## config.mk

```make
export PLATFORM = sky130hd
export DESIGN_NAME = multicycle_controller
export DESIGN_NICKNAME = d
export VERILOG_FILES = /design/src/rtl/riscv_ctrl_pkg.sv /design/src/rtl/multicycle_controller_alu_decoder.sv /design/src/rtl/multicycle_controller.sv
export SDC_FILE = /design/constraint.sdc
export NUM_CORES = 1
export LEC_CHECK = 0
export BUFFER_PORTS_ARGS = -buffer_cell sky130_fd_sc_hd__buf_4
export CAP_MARGIN = 30
export CORE_MARGIN = 4
export CORE_UTILIZATION = 44
export DETAILED_ROUTE_END_ITERATION = 6
export PLACE_DENSITY = 0.8
export SETUP_SLACK_MARGIN = 0.2
export SLEW_MARGIN = 0
export SYNTH_ARGS = -nofsm -noshare
export SYNTH_HDL_FRONTEND = slang
export SYNTH_SLANG_ARGS = --single-unit
```

## constraint.sdc

```tcl
create_clock -name clk -period 1.9 [get_ports clk]
set_input_delay 0.19 -clock clk [delete_from_list [all_inputs] [get_ports clk]]
set_output_delay 0.19 -clock clk [all_outputs]
set_load 0.05 [all_outputs]
```

## src/rtl/riscv_ctrl_pkg.sv

```systemverilog
// Shared control encodings for the multicycle RV32 core: FSM states, opcodes and datapath select codes.
// CTRL_LUI_EN (when defined) makes lui a legal instruction with a U-type immediate select.
package riscv_ctrl_pkg;

  localparam logic [3:0] S_FETCH    = 4'd0;
  localparam logic [3:0] S_DECODE   = 4'd1;
  localparam logic [3:0] S_MEMADR   = 4'd2;
  localparam logic [3:0] S_MEMREAD  = 4'd3;
  localparam logic [3:0] S_MEMWB    = 4'd4;
  localparam logic [3:0] S_MEMWRITE = 4'd5;
  localparam logic [3:0] S_EXECR    = 4'd6;
  localparam logic [3:0] S_EXECI    = 4'd7;
  localparam logic [3:0] S_ALUWB    = 4'd8;
  localparam logic [3:0] S_BRANCH   = 4'd9;
  localparam logic [3:0] S_JAL      = 4'd10;
  localparam logic [3:0] S_LUI      = 4'd11;
  localparam logic [3:0] S_TRAP     = 4'd12;

  typedef enum logic [3:0] {
    FETCH    = S_FETCH,
    DECODE   = S_DECODE,
    MEMADR   = S_MEMADR,
    MEMREAD  = S_MEMREAD,
    MEMWB    = S_MEMWB,
    MEMWRITE = S_MEMWRITE,
    EXECR    = S_EXECR,
    EXECI    = S_EXECI,
    ALUWB    = S_ALUWB,
    BRANCH   = S_BRANCH,
    JAL      = S_JAL,
    LUI      = S_LUI,
    TRAP     = S_TRAP
  } state_t;

  localparam logic [6:0] OP_LOAD   = 7'b0000011;
  localparam logic [6:0] OP_STORE  = 7'b0100011;
  localparam logic [6:0] OP_RTYPE  = 7'b0110011;
  localparam logic [6:0] OP_ITYPE  = 7'b0010011;
  localparam logic [6:0] OP_BRANCH = 7'b1100011;
  localparam logic [6:0] OP_JAL    = 7'b1101111;
  localparam logic [6:0] OP_LUI    = 7'b0110111;

  localparam logic [2:0] ALU_ADD = 3'b000;
  localparam logic [2:0] ALU_SUB = 3'b001;
  localparam logic [2:0] ALU_AND = 3'b010;
  localparam logic [2:0] ALU_OR  = 3'b011;
  localparam logic [2:0] ALU_XOR = 3'b100;
  localparam logic [2:0] ALU_SLT = 3'b101;

  localparam logic [2:0] IMM_I = 3'b000;
  localparam logic [2:0] IMM_S = 3'b001;
  localparam logic [2:0] IMM_B = 3'b010;
  localparam logic [2:0] IMM_J = 3'b011;
  localparam logic [2:0] IMM_U = 3'b100;

  localparam logic [1:0] RES_ALUOUT    = 2'b00;
  localparam logic [1:0] RES_DATA      = 2'b01;
  localparam logic [1:0] RES_ALURESULT = 2'b10;

  localparam logic [1:0] SRCA_PC    = 2'b00;
  localparam logic [1:0] SRCA_OLDPC = 2'b01;
  localparam logic [1:0] SRCA_RD1   = 2'b10;
  localparam logic [1:0] SRCA_ZERO  = 2'b11;

  localparam logic [1:0] SRCB_RD2  = 2'b00;
  localparam logic [1:0] SRCB_IMM  = 2'b01;
  localparam logic [1:0] SRCB_FOUR = 2'b10;

  // What the ALU decoder should do in the current state.
  typedef enum logic [1:0] {
    ACLS_ADD   = 2'b00,
    ACLS_SUB   = 2'b01,
    ACLS_RTYPE = 2'b10,
    ACLS_ITYPE = 2'b11
  } aluclass_t;

  function automatic logic [2:0] imm_sel(input logic [6:0] op);
    logic [2:0] sel;
    sel = IMM_I;
    case (op)
      OP_STORE:  sel = IMM_S;
      OP_BRANCH: sel = IMM_B;
      OP_JAL:    sel = IMM_J;
`ifdef CTRL_LUI_EN
      OP_LUI:    sel = IMM_U;
`endif
      default:   sel = IMM_I;
    endcase
    return sel;
  endfunction

endpackage

```

## src/rtl/multicycle_controller_alu_decoder.sv

```systemverilog
// ALU operation decoder: maps the state's ALU class plus funct3/funct7b5 to an alucontrol code.
module alu_decoder
  import riscv_ctrl_pkg::*;
(
  input  aluclass_t  aclass,
  input  logic [2:0] funct3,
  input  logic       funct7b5,
  output logic [2:0] alucontrol
);

  always_comb begin
    alucontrol = ALU_ADD;
    case (aclass)
      ACLS_SUB: alucontrol = ALU_SUB;
      ACLS_RTYPE, ACLS_ITYPE: begin
        case (funct3)
          // funct7b5 selects sub only for register-register ops; addi has no sub form
          3'b000:  alucontrol = (aclass == ACLS_RTYPE && funct7b5) ? ALU_SUB : ALU_ADD;
          3'b010:  alucontrol = ALU_SLT;
          3'b100:  alucontrol = ALU_XOR;
          3'b110:  alucontrol = ALU_OR;
          3'b111:  alucontrol = ALU_AND;
          default: alucontrol = ALU_ADD;
        endcase
      end
      default: alucontrol = ALU_ADD;
    endcase
  end

endmodule

```

## src/rtl/multicycle_controller.sv

```systemverilog
// Main control FSM of the multicycle RV32 core; outputs are decoded combinationally from the state.
// Optional CTRL_LUI_EN adds the LUI state; without it lui traps as an illegal opcode.
module multicycle_controller
  import riscv_ctrl_pkg::*;
#(
  parameter bit TRAP_STICKY = 1'b1
) (
  input  logic       clk,
  input  logic       reset,
  input  logic [6:0] op,
  input  logic [2:0] funct3,
  input  logic       funct7b5,
  input  logic       zero,
  input  logic       mem_ready,
  output logic       pcwrite,
  output logic       adrsrc,
  output logic       memwrite,
  output logic       irwrite,
  output logic [1:0] resultsrc,
  output logic [1:0] alusrca,
  output logic [1:0] alusrcb,
  output logic [2:0] immsrc,
  output logic [2:0] alucontrol,
  output logic       regwrite,
  output logic       illegal
);

  state_t    state_reg, state_next;
  aluclass_t aclass;

  always_ff @(posedge clk) begin
    if (reset) state_reg <= FETCH;
    else       state_reg <= state_next;
  end

  always_comb begin
    state_next = state_reg;
    case (state_reg)
      FETCH:    if (mem_ready) state_next = DECODE;
      DECODE: begin
        case (op)
          OP_LOAD, OP_STORE: state_next = MEMADR;
          OP_RTYPE:          state_next = EXECR;
          OP_ITYPE:          state_next = EXECI;
          OP_BRANCH:         state_next = BRANCH;
          OP_JAL:            state_next = JAL;
`ifdef CTRL_LUI_EN
          OP_LUI:            state_next = LUI;
`endif
          default:           state_next = TRAP;
        endcase
      end
      MEMADR:   state_next = (op == OP_LOAD) ? MEMREAD : MEMWRITE;
      MEMREAD:  if (mem_ready) state_next = MEMWB;
      MEMWB:    state_next = FETCH;
      MEMWRITE: if (mem_ready) state_next = FETCH;
      EXECR:    state_next = ALUWB;
      EXECI:    state_next = ALUWB;
      ALUWB:    state_next = FETCH;
      BRANCH:   state_next = FETCH;
      JAL:      state_next = ALUWB;
      LUI:      state_next = ALUWB;
      TRAP:     if (!TRAP_STICKY) state_next = FETCH;
      default:  state_next = FETCH;
    endcase
  end

  always_comb begin
    pcwrite   = 1'b0;
    adrsrc    = 1'b0;
    memwrite  = 1'b0;
    irwrite   = 1'b0;
    resultsrc = RES_ALUOUT;
    alusrca   = SRCA_PC;
    alusrcb   = SRCB_RD2;
    regwrite  = 1'b0;
    illegal   = 1'b0;
    aclass    = ACLS_ADD;
    immsrc    = imm_sel(op);
    case (state_reg)
      FETCH: begin
        alusrcb   = SRCB_FOUR;
        resultsrc = RES_ALURESULT;
        irwrite   = mem_ready;
        pcwrite   = mem_ready;
      end
      // branch target is precomputed here while the register file is read
      DECODE: begin
        alusrca = SRCA_OLDPC;
        alusrcb = SRCB_IMM;
      end
      MEMADR: begin
        alusrca = SRCA_RD1;
        alusrcb = SRCB_IMM;
      end
      MEMREAD:  adrsrc = 1'b1;
      MEMWB: begin
        resultsrc = RES_DATA;
        regwrite  = 1'b1;
      end
      MEMWRITE: begin
        adrsrc   = 1'b1;
        memwrite = 1'b1;
      end
      EXECR: begin
        alusrca = SRCA_RD1;
        aclass  = ACLS_RTYPE;
      end
      EXECI: begin
        alusrca = SRCA_RD1;
        alusrcb = SRCB_IMM;
        aclass  = ACLS_ITYPE;
      end
      ALUWB:    regwrite = 1'b1;
      BRANCH: begin
        alusrca = SRCA_RD1;
        aclass  = ACLS_SUB;
        case (funct3)
          3'b000:  pcwrite = zero;
          3'b001:  pcwrite = ~zero;
          default: pcwrite = 1'b0;
        endcase
      end
      JAL: begin
        alusrca = SRCA_OLDPC;
        alusrcb = SRCB_FOUR;
        pcwrite = 1'b1;
      end
      LUI: begin
        alusrca = SRCA_ZERO;
        alusrcb = SRCB_IMM;
      end
      TRAP:     illegal = 1'b1;
      default: ;
    endcase
    if (reset) begin
      pcwrite  = 1'b0;
      irwrite  = 1'b0;
      memwrite = 1'b0;
      regwrite = 1'b0;
      illegal  = 1'b0;
    end
  end

  alu_decoder u_alu_decoder (
    .aclass     (aclass),
    .funct3     (funct3),
    .funct7b5   (funct7b5),
    .alucontrol (alucontrol)
  );

endmodule

```

* Yosys cells after proc, flatten, opt, wreduce, memory -nomap -nowiden
Cells that the tools add are included.
Word-level totals: register bits after elaboration 4, input bits 15, output and inout bits 18, word-level logic and storage cells 71
Cells by class: equality and inequality tests 29, mux-type cells 26, bitwise gates (word level) 2, reductions and logical operators 13
Operator list (number):
- $pmux 4 s7 | 1
- $eq 4x4->1 const B | 5
- $pmux 4 s5 | 1
- $pmux 2 s3 | 3
- $eq 4x3->1 const B | 4
- $pmux 3 s5 | 1
- $eq 7x6->1 const B | 2
- $eq 7x7->1 const B | 2
- $mux 4 | 3
- $reduce_or 2->1 | 6
- $reduce_or 4->1 | 3
- $mux 1 | 11
- $eq 3x3->1 const B | 3
- $eq 4x2->1 const B | 2
- $pmux 2 s2 | 2
- $eq 7x2->1 const B | 1
- $eq 7x5->1 const B | 1
- $ne 2x2->1 const B | 3
- $pmux 3 s2 | 1
- $eq 2x2->1 const B | 2
- $eq 4x1->1 const B | 1
- $logic_not 4->1 | 1
- $reduce_and 4->1 | 1
- $eq 3x1->1 const B | 1
- 8 further kinds | 9

* Longest topological paths before layout
Gate-level depths: netlist of the first run.
word-level depth 7, depth in mapped cells 5

* Cells and area by module
Synthesis of the first run repeated with hierarchy kept, for this count alone.
Unflattened totals: cells, all modules 98, area, all modules 663.1 sq um
By module, submodules not included:
- multicycle_controller | instances 1, cells each 90, area each 608.1 sq um, sequential area each 80.1 sq um
- alu_decoder | instances 1, cells each 8, area each 55.1 sq um, sequential area each 0.0 sq um

* Worst setup path before layout of the first run
Ideal clock, no wire load.
path kind reg2out, start register state_reg[2], end output illegal, arrival 2.543 ns, required time 1.710 ns, slack -0.833 ns, cell stages (with the launch flop) 4, buffers on the path 2, cell sequence dfxtp_1 clkbuf_1 clkbuf_1 nor4b_1
Between the ends: longest elaborated chain between the ends 3
RTL lines:
- from (decl) | RTL line multicycle_controller.sv:28 | state_t state_reg, state_next;
- from (signal assigned) | RTL line multicycle_controller.sv:33 | else state_reg <= state_next;
- $eq 4x4->1 | RTL line multicycle_controller.sv:80 | case (state_reg)
- $mux 1 | RTL line multicycle_controller.sv:80
- $mux 1 | RTL line multicycle_controller.sv:136 | if (reset) begin
- to (decl) | RTL line multicycle_controller.sv:25 | output logic illegal
No other way between the ends.

* Worst setup path after layout of the first run
start register state_reg[2], end output adrsrc
Between the ends: longest elaborated chain between the ends 3, elaborated cells between the ends (all ways) 4
RTL lines:
- $eq 4x3->1 / $eq 4x2->1 (equally long branches) | RTL line multicycle_controller.sv:80
- $reduce_or 2->1 (no source line) (*)
- $mux 1 (*) | RTL line multicycle_controller.sv:80
- to (decl) | RTL line multicycle_controller.sv:16 | output logic adrsrc,
Mark *: on every way between the ends. The rest lies on a longest branch, timed or not.

==> results.yml, run 1 <==
run_status:
  outcome: "finished, final reports clean"
setup_path:
  cp.arrival_ns: 1.49
  crit_required_ns: 1.71
  worst-setup-path-type: "reg -> out"
  crit_chain: "buf_6 -> xor2_1 -> and3b_1 -> buf_4"
  critPathMaxStageDelay_ns: 0.45
  end_kind: "output pin"
  crit_fanout: 14
  slowest_stage: "dfxtp_2"
  worst_setup_path_start_kind: "register"
floorplan:
  fp.dieW_um: 46.0
  io_pins: 33
  die_y_um: 46.0
  core_area_um2: 1330
  start_util_pct: 47.7
  fp-row-count: 13
  die_area_um2: 2120
layout:
  fin_nets: 145
  syn_to_final_growth_pct: 74.2
  layout-drive-gt1-share_pct: 53.1
  antenna_cells: 0
  largest_register_ffs: 4
  utilization_pct: 83.0
clock_network:
  cts-root-buf: "clkbuf_4"
  cts_max_path_buffers: 2
  cts_sinks: 4
  cts_buffers: 3
  cts_tree: "yes"
  ctsHtreeMaxLevel: 1
  clk_pin_slew_ns: 0.05
  worstSkewPairLatency_ns: 0.25
pwr:
  seqPwrFrac_pct: 16.4
  power_density_nw_per_um2: 638
  combPwrFrac_pct: 67.1
  p_sw_mw: 0.351
  internal-power_mw: 0.356
  sw_frac_of_total_pct: 49.7
  power_frac_clock_pct: 16.5
  power.leakage_nw: 0.458
  vdd_drop_max_v: 0.000424
drt:
  ant_nets: 0
  dr_wl_met3_um: 184
  first_pass_iters: 4
  drt-total-wl_um: 2410
  top_layer: "met4"
  wl_met1_um: 941
  wl_met2_um: 1280
  vias_per_cell: 6.35
  drtIter0Drc: 30
  wl_per_cell_um: 16.9
  drc_errors: 0
  dr_total_vias: 908
synthesis:
  ys_async_sr_fraction_pct: 0
  ys_seq_area_share_pct: 12.6
  syn_nets: 110
  syn-instance-count: 95
  synth_seq_cells: 4
  ys_warn_count: 0
  synth_area_um2: 636
  yosys_most_used_dff: "dfxtp_1"
  synth_cell_type_count: 42
  syn_area_per_cell_um2: 6.69
  synth_edf_count: 0
job:
  maxCapViolCount: 0
grt:
  overflow: 0
  grt_max_degree: 16
  grt_pass1_vias: 759
  grt_pass1_wl_um: 3660
  antenna_found_initial: 0
  grt.total_usage_pct: 23.5
place:
  place.gp.congestion: 0.865
  place.detailed.hpwl_um: 1630
  port_buffers: 31
sta:
  max_freq_ghz: 0.594
  period_share_pct: 88.5
  finClkSkew_ns: 0.0131
  rsz0062_at_grt: "true"
  finalCriticalPeriod_ns: 1.68
  drv_slew: 0
  finalSetupViolCount: 0
  hold_viol: 0
  hold_slack_ns: 0.291
min_path:
  hold_class: "in -> reg"
==> synthesized netlist by cell type, drive strengths merged, types with 2 or more instances <==
master / count / share of area (%)
nor3b: 3 / 3.5
dfxtp: 4 / 13
o21ai: 2 / 1.6
or3: 2 / 2.0
or4: 2 / 2.4
xnor2: 3 / 4.1
o211ai: 2 / 2.4
nor2: 7 / 4.1
nand3: 3 / 2.4
xor2: 2 / 2.8
a21oi: 9 / 7.1
nand2: 6 / 3.5
nor2b: 4 / 3.9
nor3: 8 / 6.3
and3b: 3 / 4.1
nand2b: 3 / 3.0
buf: 4 / 3.3
or2: 2 / 2.0
nor4b: 2 / 2.8
o22ai: 2 / 2.0
clkbuf: 5 / 3.1
==> stage by stage <==
| stage | std cells | worst slack (ns) | power [mW] | cell area, um^2 | TNS (ns) |
|---|---|---|---|---|---|
| after global routing | 143 | 0.114 | 0.748 | 1110 | 0 |
| after global placement | 136 | 0.279 | 0.535 | 983 | 0 |
| final | 143 | 0.218 | 0.707 | 1110 | 0 |
| after CTS | 142 | 0.170 | 0.680 | 1060 | 0 |
| after detailed placement | 136 | 0.260 | 0.539 | 983 | 0 |
| after floorplan | 95 | -0.0473 | 0.427 | 756 | -0.0502 |
==> power groups by stage <==
stage / Clock [mW] / Sequential, mW / Combinational, mW
finish: 0.116 / 0.116 / 0.474
global route: 0.126 / 0.118 / 0.504
CTS: 0.111 / 0.115 / 0.454
detailed placement: 0 / 0.118 / 0.421
global placement: 0 / 0.118 / 0.417
floorplan: 0 / 0.101 / 0.326
==> path summary, 6_finish.rpt <==
kind / slack [ns] / cells after the start / endpoint / startpoint
worst max-delay path: 0.22 / 4 / adrsrc / state_reg[2]
worst min-delay path: 0.29 / 2 / state_reg[1] / reset
worst max register to register: 0.28 / 6 / state_reg[2] / state_reg[3]
worst min register to register: 0.67 / 2 / state_reg[3] / state_reg[2]
==> critical path: cells and delay by family (launching register included) <==
| family | cells | cell delay [ns] |
|---|---|---|
| simple gates | 1 | 0.19 |
| buf+inv | 2 | 0.40 |
| xor+xnor | 1 | 0.19 |
| flops | 1 | 0.45 |
==> timing repair <==
item	CTS	global route
endpoints found under the hold margin	0	0
hold buffers	0	0
setup buffers	3	1
endpoints found under the setup margin	10	8
pin swaps	3	1
resized for setup	14	9
==> routing by layer <==
metal  up-vias  track usage, %
met1       435            31.5
met3         2            3.56
met4         0            3.41
met2        51            39.8
li1        420               -
met5         -               0
==> cell families after synthesis <==
group / synth area share, %
AO/OA/AOI/OAI: 21.9
XOR/XNOR: 6.89
buffers and inverters: 7.08
flip-flops: 12.6
multiplexers: 3.35
other: 0.590
AND/OR/NAND/NOR: 47.6
==> cells in the final DEF, fill, tap and decap left out, drive strengths merged, types with 2 or more instances in the layout <==
master / count
a21oi: 9
and3b: 3
buf: 39
clkbuf: 3
dfxtp: 4
nand2: 6
nand2b: 3
nand3: 3
nor2: 7
nor2b: 4
nor3: 8
nor3b: 3
nor4b: 2
o211ai: 2
o21ai: 2
o22ai: 2
or2: 2
or3: 2
or4: 2
xnor2: 3
xor2: 2
==> final cells by class <==
| class | count | area (um^2) |
|---|---|---|
| multi-input combinational | 81 | 663 |
| timing repair buffer | 39 | 312 |
| fill | 92 | 226 |
| sequential | 4 | 87.6 |
| clock buffer | 3 | 22.5 |
| tap | 15 | 18.8 |
| inverter | 1 | 3.75 |
Power figures use the tool's default switching activity.
==> run 2: changes to the inputs <==
- CORE_MARGIN: 4 -> unset
==> results.yml, run 2 (synthesis gave the netlist of run 1 again) <==
grt:
  grt.total_usage_pct: 29.8
  overflow: 0
  grt_pass1_wl_um: 3240
  grt_max_degree: 17
  grt_pass1_vias: 748
  antenna_found_initial: 0
pwr:
  power.total_mw: 0.701
  power_density_nw_per_um2: 638
  power.leakage_nw: 0.435
  vdd_drop_max_v: 0.000546
setup_path:
  rrSetupSlack_ns: 0.32
  critPathMaxStageDelay_ns: 0.39
  worst-setup-path-type: "reg -> out"
  crit_required_ns: 1.71
  slowest_stage: "or3b_4"
  worst_setup_path_start_kind: "register"
  crit_chain: "or3b_4 -> a21oi_2 -> a31oi_1 -> nor3_2 -> buf_6"
  cp.arrival_ns: 1.50
  end_kind: "output pin"
  crit_fanout: 7
floorplan:
  fp.dieW_um: 40.0
  start_util_pct: 48.2
  io_pins: 33
  fp-row-count: 13
  die_y_um: 40.0
  core_area_um2: 1320
  die_area_um2: 1600
sta:
  drv_slew: 0
  max_freq_ghz: 0.592
  finalCriticalPeriod_ns: 1.69
  period_share_pct: 88.9
  hold_viol: 0
  rsz0062_at_grt: "true"
  finClkSkew_ns: 0.00651
  finalSetupViolCount: 0
clock_network:
  cts-root-buf: "clkbuf_4"
  worstSkewPairLatency_ns: 0.24
  cts_max_path_buffers: 2
  cts_tree: "yes"
  clk_pin_slew_ns: 0.04
  cts_buffers: 3
  cts_sinks: 4
  ctsHtreeMaxLevel: 1
layout:
  layout-drive-gt1-share_pct: 52.8
  antenna_cells: 0
  final_cell_mix: "buf_4, a21oi_1, nor2_1, nand2_1, buf_6"
  layoutNonFillerInstCount: 142
  largest_register_ffs: 4
  syn_to_final_growth_pct: 73.0
  final_common_cell: "buf_4"
  fin_nets: 144
  final.fill_count: 88
job:
  maxCapViolCount: 0
place:
  place.detailed.hpwl_um: 1560
  port_buffers: 31
  place.gp.congestion: 0.908
  dpl.cell_count: 136
drt:
  ant_nets: 0
  drc_errors: 0
  first_pass_iters: 4
  dr_total_vias: 846
  drtIter0Drc: 41
  wl_per_cell_um: 16.6
  vias_per_cell: 5.96
  drt-total-wl_um: 2360
run_status:
  outcome: "finished, final reports clean"
min_path:
  hold_class: "in -> reg"
-- run 2: repair_timing --
action	CTS	global route
hold buffers	0	0
endpoints found under the setup margin	10	6
setup buffers	3	0
gates resized for setup	15	8
pin swaps	3	1
-- run 2: power by group --
| group | switching [mW] | internal (mW) |
|---|---|---|
| logic | 0.290 | 0.185 |
| clock network | 0.0405 | 0.0710 |
| registers | 0.0205 | 0.0941 |
-- run 2: metal layers --
| layer | vias up | global-route usage, % | routed length [um] |
|---|---|---|---|
| met4 | 0 | 8.62 | 16 |
| met2 | 36 | 52.4 | 1240 |
| met1 | 394 | 37.3 | 975 |
| met5 | - | 0 | 0 |
| met3 | 4 | 3.89 | 131 |
| li1 | 412 | - | - |
-- run 2: worst paths after layout --
kind,startpoint,to,cells past startpoint
max reg2reg,state_reg[3],state_reg[2],5
min reg2reg,state_reg[1],state_reg[1],3
min,reset,state_reg[1],2
max,state_reg[1],pcwrite,5
-- run 2: final cells by class --
| type | instances | area [um^2] | share of cell area (%) |
|---|---|---|---|
| flip-flops and latches | 4 | 90.1 | 8.19 |
| repair buffers | 38 | 304 | 27.6 |
| clock buffers | 3 | 22.5 | 2.05 |
| inverters | 1 | 3.75 | 0.341 |
| well taps | 15 | 18.8 | 1.71 |
| multi-input cells | 81 | 661 | 60.1 |
-- run 2: per-stage QoR --
| stage | TNS, ns | hold slack [ns] | instance area (um^2) | setup slack (ns) | util, % |
|---|---|---|---|---|---|
| final | 0 | 0.306 | 1100 | 0.210 | 83.5 |
| after global routing | 0 | 0.300 | 1100 | 0.154 | 83.5 |
| after CTS | 0 | 0.300 | 1060 | 0.190 | 80.8 |
| after detailed placement | 0 | 0.556 | 983 | 0.301 | 74.6 |
| after global placement | 0 | 0.543 | 983 | 0.306 | 74.6 |
| after floorplan | -0.0502 | 0.404 | 756 | -0.0473 | - |
-- run 2: critical path: cells and delay by family, from the launching register on --
family,cells,cell delay [ns]
buffers and inverters,1,0.18
and+or+nand+nor,2,0.52
DFF,1,0.36
AOI/OAI and AO/OA,2,0.19
==> run 3: changes to the inputs <==
- ABC_AREA: unset -> 1
- CORE_UTILIZATION: 44 -> 42
==> results.yml, run 3 <==
job:
  maxCapViolCount: 0
sta:
  drv_slew: 0
  period_share_pct: 85.5
  hold_slack_ns: 0.202
  finClkSkew_ns: 0.000888
  hold_viol: 0
  tns_ns: 0
  finalSetupViolCount: 0
  rsz0062_at_grt: "true"
  finalCriticalPeriod_ns: 1.62
  max_freq_ghz: 0.616
  layout_setup_ws_ns: 0.276
drt:
  vias_per_cell: 5.20
  drtIter0Drc: 26
  drt-total-wl_um: 1690
  dr_total_vias: 796
  first_pass_iters: 4
  wl_per_cell_um: 11.0
  ant_nets: 0
  drc_errors: 0
pwr:
  power_density_nw_per_um2: 1200
  power.leakage_nw: 0.472
  vdd_drop_max_v: 0.000892
layout:
  fin_nets: 156
  regArea_um2: 83.8
  multi_input_area_um2: 435
  syn_to_final_growth_pct: 59.1
  antenna_cells: 0
  stdcell_area_um2: 882
  final_cell_mix: "buf_4, nand2_1, inv_1, nor2_1"
  final_common_cell: "buf_4"
  utilization_pct: 75.3
  layout-drive-gt1-share_pct: 38.8
  largest_register_ffs: 4
  final.fill_count: 102
synthesis:
  yosys_most_used_dff: "dfxtp_1"
  synth_seq_cells: 4
  synth_area_um2: 554
  synth_commonest_cells: "nand2_1, inv_1, nor2_1"
  syn-instance-count: 107
  synth_area_leaders: "nand2_1, dfxtp_1, inv_1"
  ys_seq_area_share_pct: 14.4
  syn_nets: 122
  synth_top_area_share_pct: 19.0
  syn_area_per_cell_um2: 5.18
  synth_top_area_cell: "nand2_1"
  ys_async_sr_fraction_pct: 0
  ys_warn_count: 0
  synth_most_common_cell: "nand2_1"
  synth_cell_type_count: 28
  synth_edf_count: 0
place:
  dp_slack_ns: 0.400
  place.gp.congestion: 0.850
  place.detailed.hpwl_um: 1320
  dpl_cell_area_um2: 827
  port_buffers: 31
clock_network:
  cts-root-buf: "clkbuf_4"
  cts_buffers: 3
  cts_tree: "yes"
  cts_sinks: 4
  cts_max_path_buffers: 2
  ctsHoldBuffers: 0
  worstSkewPairLatency_ns: 0.24
  clk_pin_slew_ns: 0.04
  ctsHtreeMaxLevel: 1
setup_path:
  slowest_stage: "dfxtp_1"
  critPathMaxStageDelay_ns: 0.34
  crit_family: "simple AND/OR/NAND/NOR gates"
  cp_num_buf_inv: 2
  crit_required_ns: 1.71
  crit_chain: "nor2_4 -> nand2_2 -> clkinvlp_4 -> nand2_1 -> a31oi_4 -> buf_6"
  crit_fanout: 5
  end_kind: "output pin"
  worst_setup_path_start_kind: "register"
  cp.arrival_ns: 1.43
  worst-setup-path-type: "reg -> out"
grt:
  grt_max_degree: 9
  overflow: 0
  antenna_found_initial: 0
  grt_pass1_wl_um: 2500
  grt.total_usage_pct: 24.2
  grt_pass1_vias: 648
run_status:
  outcome: "finished, final reports clean"
floorplan:
  die_area_um2: 1470
  fp-row-count: 12
  start_util_pct: 47.3
  die_y_um: 38.3
  io_pins: 33
  fp.dieW_um: 38.3
  core_area_um2: 1170
min_path:
  hold_class: "in -> reg"
run 3: layer usage:
layer	vias to the layer above	routed length (um)	global-route usage [%]
li1	408	-	-
met1	347	667	27.3
met2	39	872	44.9
met3	2	132	2.33
met4	0	14	10.7
met5	-	0	0
run 3: area by class of cell:
class                   instances  share of cell area, %
multi-input cells              80                   49.4
well taps                      14                   1.99
inverters                      21                   9.36
clock buffers                   3                   2.55
flip-flops and latches          4                   9.50
repair buffers                 31                   27.2
run 3: logic make-up (layout without fill, tap and decap cells):
family,Yosys count,after routing,share of synthesized area [%]
compound gates,18,18,20.8
xor+xnor,1,1,1.58
buf+inv,23,55,16.3
flops,4,4,14.4
other cells,1,1,0.677
simple gates,60,60,46.3
run 3: worst paths after layout:
kind	startpoint	endpoint	slack (ns)	cells past startpoint
worst max register to register	state_reg[3]	state_reg[2]	0.59	8
worst min register to register	state_reg[0]	state_reg[0]	0.54	2
worst max-delay path	state_reg[3]	pcwrite	0.28	6
worst min-delay path	reset	state_reg[2]	0.20	2
run 3: timing repair:
action,CTS,global route
pin swaps,0,1
gates resized for setup,3,9
buffers inserted,0,0
setup endpoints to repair,1,6
run 3: report_power, final:
group          total [mW]  internal [mW]  switching [mW]
logic               0.799          0.239           0.560
clock network       0.111         0.0710          0.0397
registers           0.144          0.110          0.0347
run 3: metrics by stage:
| step | power, mW | std cells |
|---|---|---|
| after CTS | 1.02 | 153 |
| after detailed placement | 0.894 | 150 |
| after floorplan | 0.694 | 107 |
| final | 1.05 | 153 |
| after global routing | 1.12 | 153 |
| after global placement | 0.888 | 150 |
